===== src/rtl/fifo_axis_buf.sv =====
// Valid/ready stream FIFO with first-word-fall-through output, occupancy level and watermark flags.
// Optional peak-occupancy tracking is enabled by defining FIFO_AXIS_WATERMARK_EN.
module fifo_axis_buf #(
    parameter int unsigned WIDTH      = 64,
    parameter int unsigned DEPTH      = 16,
    parameter int unsigned AFULL_LVL  = 12,
    parameter int unsigned AEMPTY_LVL = 2
) (
    input  logic                     clk,
    input  logic                     rst_n,
`ifdef FIFO_AXIS_WATERMARK_EN
    input  logic                     hwm_clear,
    output logic [$clog2(DEPTH):0]   hwm,
`endif
    input  logic                     flush,
    input  logic                     in_valid,
    output logic                     in_ready,
    input  logic [WIDTH-1:0]         in_data,
    output logic                     out_valid,
    input  logic                     out_ready,
    output logic [WIDTH-1:0]         out_data,
    output logic [$clog2(DEPTH):0]   level,
    output logic                     almost_full,
    output logic                     almost_empty
);

    localparam int unsigned AW = $clog2(DEPTH);
    localparam int unsigned PW = AW + 1;

    if (WIDTH < 1) begin : g_bad_width
        $error("fifo_axis_buf: WIDTH must be at least 1");
    end
    if (DEPTH < 2 || (DEPTH & (DEPTH - 1)) != 0) begin : g_bad_depth
        $error("fifo_axis_buf: DEPTH must be a power of 2 and at least 2");
    end
    if (AFULL_LVL < 1 || AFULL_LVL > DEPTH) begin : g_bad_afull
        $error("fifo_axis_buf: AFULL_LVL must be in 1..DEPTH");
    end
    if (AEMPTY_LVL > DEPTH - 1) begin : g_bad_aempty
        $error("fifo_axis_buf: AEMPTY_LVL must be in 0..DEPTH-1");
    end

    logic [WIDTH-1:0] mem [DEPTH];
    logic [PW-1:0]    wr_ptr;
    logic [PW-1:0]    rd_ptr;
    logic [PW-1:0]    wr_ptr_nxt;
    logic [PW-1:0]    rd_ptr_nxt;
    logic [PW-1:0]    level_nxt;
    logic             full_nxt;
    logic             push;
    logic             pop;

    assign push = in_valid & in_ready;
    assign pop  = out_valid & out_ready;

    // Next pointer state; flush wins over any push or pop in the same cycle.
    always_comb begin
        wr_ptr_nxt = wr_ptr;
        rd_ptr_nxt = rd_ptr;
        if (flush) begin
            wr_ptr_nxt = '0;
            rd_ptr_nxt = '0;
        end else begin
            if (push) wr_ptr_nxt = wr_ptr + PW'(1);
            if (pop)  rd_ptr_nxt = rd_ptr + PW'(1);
        end
        level_nxt = wr_ptr_nxt - rd_ptr_nxt;
        full_nxt  = (wr_ptr_nxt[AW-1:0] == rd_ptr_nxt[AW-1:0]) &&
                    (wr_ptr_nxt[AW] != rd_ptr_nxt[AW]);
    end

    // Status is precomputed from next-state so in_ready never depends on out_ready.
    always_ff @(posedge clk or negedge rst_n) begin
        if (!rst_n) begin
            wr_ptr       <= '0;
            rd_ptr       <= '0;
            level        <= '0;
            in_ready     <= 1'b0;
            out_valid    <= 1'b0;
            almost_full  <= 1'b0;
            almost_empty <= 1'b1;
        end else begin
            wr_ptr       <= wr_ptr_nxt;
            rd_ptr       <= rd_ptr_nxt;
            level        <= level_nxt;
            in_ready     <= !full_nxt;
            out_valid    <= (wr_ptr_nxt != rd_ptr_nxt);
            almost_full  <= (level_nxt >= PW'(AFULL_LVL));
            almost_empty <= (level_nxt <= PW'(AEMPTY_LVL));
        end
    end

    always_ff @(posedge clk) begin
        if (push && !flush) mem[wr_ptr[AW-1:0]] <= in_data;
    end

    // Head read straight from storage; zero while empty so reset shows a clean bus.
    assign out_data = out_valid ? mem[rd_ptr[AW-1:0]] : '0;

`ifdef FIFO_AXIS_WATERMARK_EN
    always_ff @(posedge clk or negedge rst_n) begin
        if (!rst_n) begin
            hwm <= '0;
        end else if (hwm_clear) begin
            hwm <= level;
        end else if (level_nxt > hwm) begin
            hwm <= level_nxt;
        end
    end
`endif

endmodule


===== config.mk =====
export PLATFORM = sky130hd
export DESIGN_NAME = fifo_axis_buf
export DESIGN_NICKNAME = d
export VERILOG_FILES = /design/src/rtl/fifo_axis_buf.sv
export SDC_FILE = /design/constraint.sdc
export NUM_CORES = 1
export LEC_CHECK = 0
export ABC_AREA = 0
export BUFFER_PORTS_ARGS = -buffer_cell sky130_fd_sc_hd__buf_4
export CORE_MARGIN = 8
export CORE_UTILIZATION = 45
export CTS_CLUSTER_SIZE = 28
export DETAILED_ROUTE_END_ITERATION = 6
export GPL_TIMING_DRIVEN = 0
export PLACE_DENSITY_LB_ADDON = 0.3
export SLEW_MARGIN = 0
export SYNTH_ARGS = -nofsm -noshare
export SYNTH_HDL_FRONTEND = slang
export SYNTH_SLANG_ARGS = --single-unit

===== constraint.sdc =====
create_clock -name clk -period 3.45 [get_ports clk]
set_input_delay 0.5175 -clock clk [delete_from_list [all_inputs] [get_ports clk]]
set_output_delay 0.5175 -clock clk [all_outputs]
set_load 0.005 [all_outputs]

== Word-level counts from Yosys, hierarchy flattened ==
Memories as Yosys holds them, arrays and structs flattened.
Index checks and enable logic that the tools add are counted.

* Equal/unequal tests: 3
* Mux-type cells: 7
* Reduce and logical (&&, ||, !) cells: 4
* Bitwise operators: 2
* Order comparisons: 2
* $add $sub $neg: 3

{| class="wikitable"
|+ Operators by type and width
! kind !! number
|-
| $mux W64 || 1
|-
| $mux W5 || 4
|-
| $add A5 B1 Y5 const B || 2
|-
| $ge A5 B4 Y1 const B || 1
|-
| $le A5 B2 Y1 const B || 1
|-
| $ne A5 B5 Y1 || 1
|-
| $sub A5 B5 Y5 || 1
|-
| $eq A4 B4 Y1 || 1
|-
| $and A1 B1 Y1 || 2
|-
| $logic_and A1 B1 Y1 || 2
|-
| $logic_not A1 Y1 || 2
|-
| $mux W1 || 2
|-
| $ne A1 B1 Y1 || 1
|}

* Flip-flop bits (word level): 19
* Memories: 1
* Memory bits (writable): 1024
* Bits of input ports: 69
* Output and inout port bits: 73

{| class="wikitable"
|+ Memory list
! memory !! words !! bits a word !! rd ports !! clocked after Yosys merged registers in !! write ports !! RTL line !! source
|-
| mem || 16 || 64 || 1 || 0 || 1 || 43 || <nowiki>logic [WIDTH-1:0] mem [DEPTH];</nowiki>
|}

== Logic depth before layout (Yosys ltp) ==
Gate-level depths: netlist of the first run.

* Depth in word-level cells: 6
* Depth in mapped cells: 13

== Worst setup path after synthesis of the first run ==
Ideal clock, no wire load.

* Path kind: input -> register
* Start: in flush
* End: mem mem[4][0] (enable)
* Data required time: 3.021 ns
* Path buffers: 1
* Arrival time: 2.672 ns
* Stages on the path: 3
* Setup time: 0.429 ns
* Setup slack: 0.349 ns
* Path through: clkbuf_1 nor4b_1 and2_1

* Longest elaborated chain between the ends: 4

{| class="wikitable"
|+ Ends and longest elaborated chain
! item !! RTL line !! source
|-
| from (decl) || 15 || <nowiki>input logic flush,</nowiki>
|-
| $logic_not A1 Y1 || 94 || <nowiki>if (push && !flush) mem[wr_ptr[AW-1:0]] <= in_data;</nowiki>
|-
| $logic_and A1 B1 Y1 || 94 ||
|-
| $mux W1 || 94 ||
|-
| $mux W1 (implied by the code) || 94 ||
|-
| to (decl) || 43 ||
|}

No other way between the ends.

== Worst setup path after layout of the first run ==
* Start: reg out_valid
* End: out out_data[4]

* Longest elaborated chain between the ends: 1

{| class="wikitable"
|+ Ends and longest elaborated chain
! item !! RTL line !! source
|-
| from (decl) || 19 || <nowiki>output logic out_valid,</nowiki>
|-
| from (signal assigned) || 87 || <nowiki>out_valid <= (wr_ptr_nxt != rd_ptr_nxt);</nowiki>
|-
| $mux W64 || 98 || <nowiki>assign out_data = out_valid ? mem[rd_ptr[AW-1:0]] : '0;</nowiki>
|-
| to (decl) || 21 || <nowiki>output logic [WIDTH-1:0] out_data,</nowiki>
|}

No other way between the ends.

==> results.yml, run 1 <==
floorplan:
  io_pins: 142
  fp.dieW_um: 312.3
  die_area_um2: 97540
  initial_core_util_pct: 45.47
  die_y_um: 312.3
  coreArea_um2: 86890
  rows: 108
logic_synthesis:
  seq_area_frac_synth_pct: 79.03
  synthDistinctLibCells: 41
  yosysMostFrequentCell: "edfxtp_1"
  synth_nets: 1764
  syn-cell-area_um2: 39510
  syn_area_per_cell_um2: 23.45
  synth_edf_count: 1024
  dominantRegCellSynth: "edfxtp_1"
  postSynthCellCount: 1685
  yosys-top-cells-area: "edfxtp_1, mux4_2, a22oi_1, a21boi_0, dfrtp_1"
  synth_top_area_share_pct: 77.82
  synthTopCellsByCount: "edfxtp_1, mux4_2, a22oi_1"
  yosysWarnings: 0
  yosysTopAreaCell: "edfxtp_1"
  synth.ff_latch_count: 1043
  async_flop_share_pct: 1.822
outcome:
  status: "finished, final reports clean"
clock_network:
  worstSkewPairLatency_ns: 0.67
  cts_buffer_depth: 3
  cts_tree: "yes"
  cts_buffers: 105
  clock_sinks: 1043
  cts-root-buf: "clkbuf_16"
  h-tree-depth: 3
  post_cts_buffers: 0
  path_clk_slew_ns: 0.06
route:
  routed_wl_um: 92530
  avgViaCountPerCell: 5.876
  drcViolationCount: 0
  ant_nets: 0
  drtIter0Drc: 1997
  vias: 18800
  first_pass_iters: 7
  wl_per_cell_um: 28.93
layout:
  fill_cells: 6543
  fin_nets: 2029
  post_route_cells_drive_above_1_share_pct: 33.97
  seq_area_um2: 31230
  fin_area_um2: 46430
  fin_cells: 3199
  multiInputGateArea_um2: 7925
  area_growth_pct: 17.51
  post-route-util_pct: 53.44
placed_design:
  dp_hpwl_um: 53370
  post-place-ws_ns: -0.2584
  io_buffers: 141
  place_inst: 2998
  place_area_um2: 42510
  routabilityCongestion: 0.7392
hold_path:
  holdCritPathClass: "in -> reg"
grt:
  overflow: 0
  grt_pass1_wl_um: 135100
  grt_use_total_pct: 18.71
  antenna_found_initial: 6
  grt_max_degree: 44
  grt_pass1_vias: 20050
setup_path:
  end_kind: "primary output"
  path_class: "reg -> out"
  start_kind: "register"
  path_cells: "clkbuf_2, clkbuf_1, a21boi_1, buf_4"
  cp_slowest_cell: "clkbuf_1"
  slowest_delay_ns: 0.58
  crit_fanout: 10
  worst_ep_required_time_ns: 2.93
  worst_ep_arrival_time_ns: 2.86
sta:
  relSlewSlack_pct: 51.39
  fmax_ghz: 0.2961
  period_share_pct: 97.88
  period_needed_ns: 3.377
  rsz0062_at_grt: "true"
  layout_setup_ws_ns: 0.07310
  skew_ns: 0.02978
  slew_violations: 0
  worst_pin_slew_ns: 0.7291
  hold_viol: 0
  setup_viol: 0
job:
  maxCapViolCount: 0
power:
  p_leak_uw: 0.01471
  p_per_area_nw_per_um2: 639.1
  peakVddDrop_uv: 473.8
-- sequential cells by signal, summed over array words and instances (netlist names) --
name / flops
almost_empty: 1
rd_ptr: 5
out_valid: 1
almost_full: 1
in_ready: 1
wr_ptr: 5
level: 5
mem: 1024
-- per-stage QoR --
stage	hold WS (ns)	TNS, ns	total power [µW]
after floorplan	0.2219	0	16640
after global placement	0.4006	-1652.47	18190
after detailed placement	0.4106	-2.277	18260
after CTS	0.1065	0	29910
after global routing	0.1344	-0.01051	30630
final	0.1530	0	29670
-- cell type report --
cell class / instances / area share [%]
Multi-Input combinational cell: 538 / 17.07
Inverter: 10 / 0.08084
Antenna cell: 4 / 0.02156
Sequential cell: 1043 / 67.25
Tap cell: 1155 / 3.112
Buffer: 93 / 1.566
Clock inverter: 72 / 1.568
Timing Repair Buffer: 159 / 3.266
Clock buffer: 125 / 6.066
-- report_power, final --
part	switching (µW)	leakage, µW	internal [µW]
Sequential	44.7	0.00947	14000
Combinational	2010	0.00348	2020
Clock	4740	0.00175	6810
-- worst max-delay path, delay by kind of cell, from the launching register on --
family	cells	cell delay [ns]
DFF	1	0.45
buffers and inverters	3	1.27
AOI/OAI and AO/OA	1	0.46
-- repair_timing --
item,4_1_cts,5_1_grt
endpoints found under the setup margin,66,27
endpoints found under the hold margin,19,0
gates resized for setup,154,33
hold buffers,1,0
pin swaps,0,0
-- final timing paths --
kind	start	to	slack (ns)	depth (start not counted)
setup reg to reg	rd_ptr[1]	almost_empty	0.36	11
min in group asynchronous	rst_n	rd_ptr[4]	0.27	2
hold / removal	in_data[13]	mem[15][13]	0.15	1
hold reg to reg	rd_ptr[4]	rd_ptr[4]	0.59	2
max in group asynchronous	rst_n	almost_empty	2.91	2
setup / recovery	out_valid	out_data[4]	0.07	4
-- logic make-up after synthesis --
family / after synthesis / synth area share (%)
adder cells (fa/ha/maj): 10 / 0.3357
AND/OR/NAND/NOR: 53 / 0.7917
XOR/XNOR: 7 / 0.1552
flip-flops: 1043 / 79.03
multiplexers: 257 / 14.62
buffers and inverters: 104 / 1.099
AO/OA/AOI/OAI: 211 / 3.971
-- routing by layer --
| layer | part of all wire [%] | wire [µm] | GRT usage, % | vias up |
|---|---|---|---|---|
| met3 | 7.1 | 6573 | 3.274 | 126 |
| met2 | 50 | 45930 | 30.54 | 743 |
| met1 | 41 | 38030 | 26.09 | 10110 |
| met5 | 0.034 | 31 | 0 | - |
| li1 | - | - | - | 7817 |
| met4 | 2.1 | 1970 | 5.201 | 6 |
-- cells in the final DEF, fill, tap and decap left out, drive strengths merged, types with 5 or more instances in the layout --
cell type / instances
a22oi: 128
dfrtp: 18
bufinv: 13
and2: 17
nand3: 6
a21oi: 7
nor2: 5
or2: 5
edfxtp: 1024
a21boi: 64
ha: 9
clkbuf: 174
clkinv: 50
xor2: 5
buf: 202
inv: 16
mux4: 256
nand2: 6
Power figures use the tool's default switching activity.
==> run 2, diff against run 1 <==
--- a/config.mk
+++ b/config.mk
@@ -13,6 +13,7 @@
 export DETAILED_ROUTE_END_ITERATION = 6
 export GPL_TIMING_DRIVEN = 0
 export PLACE_DENSITY_LB_ADDON = 0.3
+export REMOVE_ABC_BUFFERS = 1
 export SLEW_MARGIN = 0
 export SYNTH_ARGS = -nofsm -noshare
 export SYNTH_HDL_FRONTEND = slang
==> results.yml, run 2 (synthesis gave the netlist of run 1 again) <==
grt:
  antenna_found_initial: 3
  grt_max_degree: 59
  grt_pass1_vias: 19680
  overflow: 0
  grt_pass1_wl_um: 136400
  grt_use_total_pct: 19.08
sta:
  slew_violations: 0
  setup_viol: 0
  rsz0062_at_grt: "true"
  hold_viol: 0
  skew_ns: 0.01788
  fmax_ghz: 0.2967
  worst_pin_slew_ns: 0.9914
  period_share_pct: 97.70
  period_needed_ns: 3.371
  finalSetupTns_ns: 0
  hold_ws_ns: 0.1630
  relSlewSlack_pct: 33.61
floorplan:
  coreArea_um2: 86890
  die_y_um: 312.3
  die_area_um2: 97540
  initial_core_util_pct: 45.47
  io_pins: 142
  fp.dieW_um: 312.3
  rows: 108
route:
  avgViaCountPerCell: 5.930
  first_pass_iters: 5
  drcViolationCount: 0
  routed_wl_um: 94490
  vias: 18660
  drtIter0Drc: 2047
  ant_nets: 0
  wl_per_cell_um: 30.03
placed_design:
  routabilityCongestion: 0.7391
  io_buffers: 141
  place_inst: 2923
  place_area_um2: 42630
  dp_hpwl_um: 47180
layout:
  largest_reg_flops: 1024
  area_growth_pct: 17.66
  post_route_cells_drive_above_1_share_pct: 33.05
  fin_cells: 3147
  seq_area_um2: 31240
  post-route-util_pct: 53.51
  fill_cells: 6445
  multiInputGateArea_um2: 8016
  layout.cells.most_common_list: "edfxtp_1, mux4_2, buf_4"
  fin_area_um2: 46490
  fin_nets: 1982
  mostFrequentLayoutCell: "edfxtp_1"
power:
  p_per_area_nw_per_um2: 626.8
  p_leak_uw: 0.01455
  peakVddDrop_uv: 386.7
outcome:
  status: "finished, final reports clean"
hold_path:
  holdCritPathClass: "in -> reg"
clock_network:
  h-tree-depth: 3
  cts_buffers: 103
  worstSkewPairLatency_ns: 0.65
  cts_buffer_depth: 3
  path_clk_slew_ns: 0.06
  cts_tree: "yes"
  cts-root-buf: "clkbuf_16"
  clock_sinks: 1043
setup_path:
  worst_ep_required_time_ns: 2.93
  crit_fanout: 13
  worst_ep_arrival_time_ns: 2.85
  start_kind: "register"
  end_kind: "primary output"
  path_class: "reg -> out"
job:
  maxCapViolCount: 0
## run 2: cell count changes in the layout (fill, tap and decap cells not counted), sizes merged
cell / change
clkbuf: -48
buf: -4
bufbuf: +3
bufinv: -3
inv: -2
and2: +1
clkinv: -1
nor2: +1
nor2b: +1
## run 2: timing repair
item                                   in CTS  in global routing
gates resized for setup                    20                 34
buffers inserted                           11                  5
pin swaps                                   1                  0
cloned                                     11                  2
hold buffers                                1                  0
setup endpoints to repair                  62                 45
endpoints found under the hold margin      19                  0
## run 2: report_power, final
group          internal, µW  switching (µW)  total, µW
Combinational          2200            1850       4050
Clock                  6300            4610      10900
Sequential            14100             131      14200
## run 2: routing by layer
layer	share of wire (%)	global-route usage (%)	vias up
met2	48	30.16	761
met5	0	0	-
met3	8.0	4.006	138
li1	-	-	7744
met4	2.1	4.614	0
met1	42	27.34	10020
## run 2: per-stage QoR
step / total power (µW) / setup slack (ns)
after global placement: 17300 / -13.15
final: 29140 / 0.07939
after global routing: 30100 / -0.02498
after CTS: 29300 / 0.001056
after detailed placement: 18150 / -0.3274
after floorplan: 16600 / -8.607
## run 2: final cells by class
| class | count | share of cell area, % |
|---|---|---|
| Sequential cell | 1043 | 67.20 |
| Inverter | 10 | 0.08074 |
| Clock inverter | 66 | 1.243 |
| Multi-Input combinational cell | 541 | 17.24 |
| Antenna cell | 4 | 0.02153 |
| Clock buffer | 124 | 5.805 |
| Timing Repair Buffer | 204 | 5.299 |
| Tap cell | 1155 | 3.109 |
## run 2: worst max-delay path, stage by stage, from the launching register on
cell and delay, ns:
dfrtp_4 0.48, buf_16 0.13, buf_16 0.18, buf_16 0.19
buf_16 0.16, mux4_2 0.52, a22oi_1 0.20, a21boi_1 0.15
buf_4 0.16
## run 2: final timing paths
check	from	end	slack (ns)	depth (start not counted)
worst max-delay path	rd_ptr[0]	out_data[26]	0.08	8
worst min-delay path	in_data[9]	mem[10][9]	0.16	1
worst max register to register	rd_ptr[0]	almost_empty	0.50	11
worst min register to register	rd_ptr[4]	rd_ptr[4]	0.62	2
max in group asynchronous	rst_n	almost_empty	2.91	2
min in group asynchronous	rst_n	almost_full	0.28	2
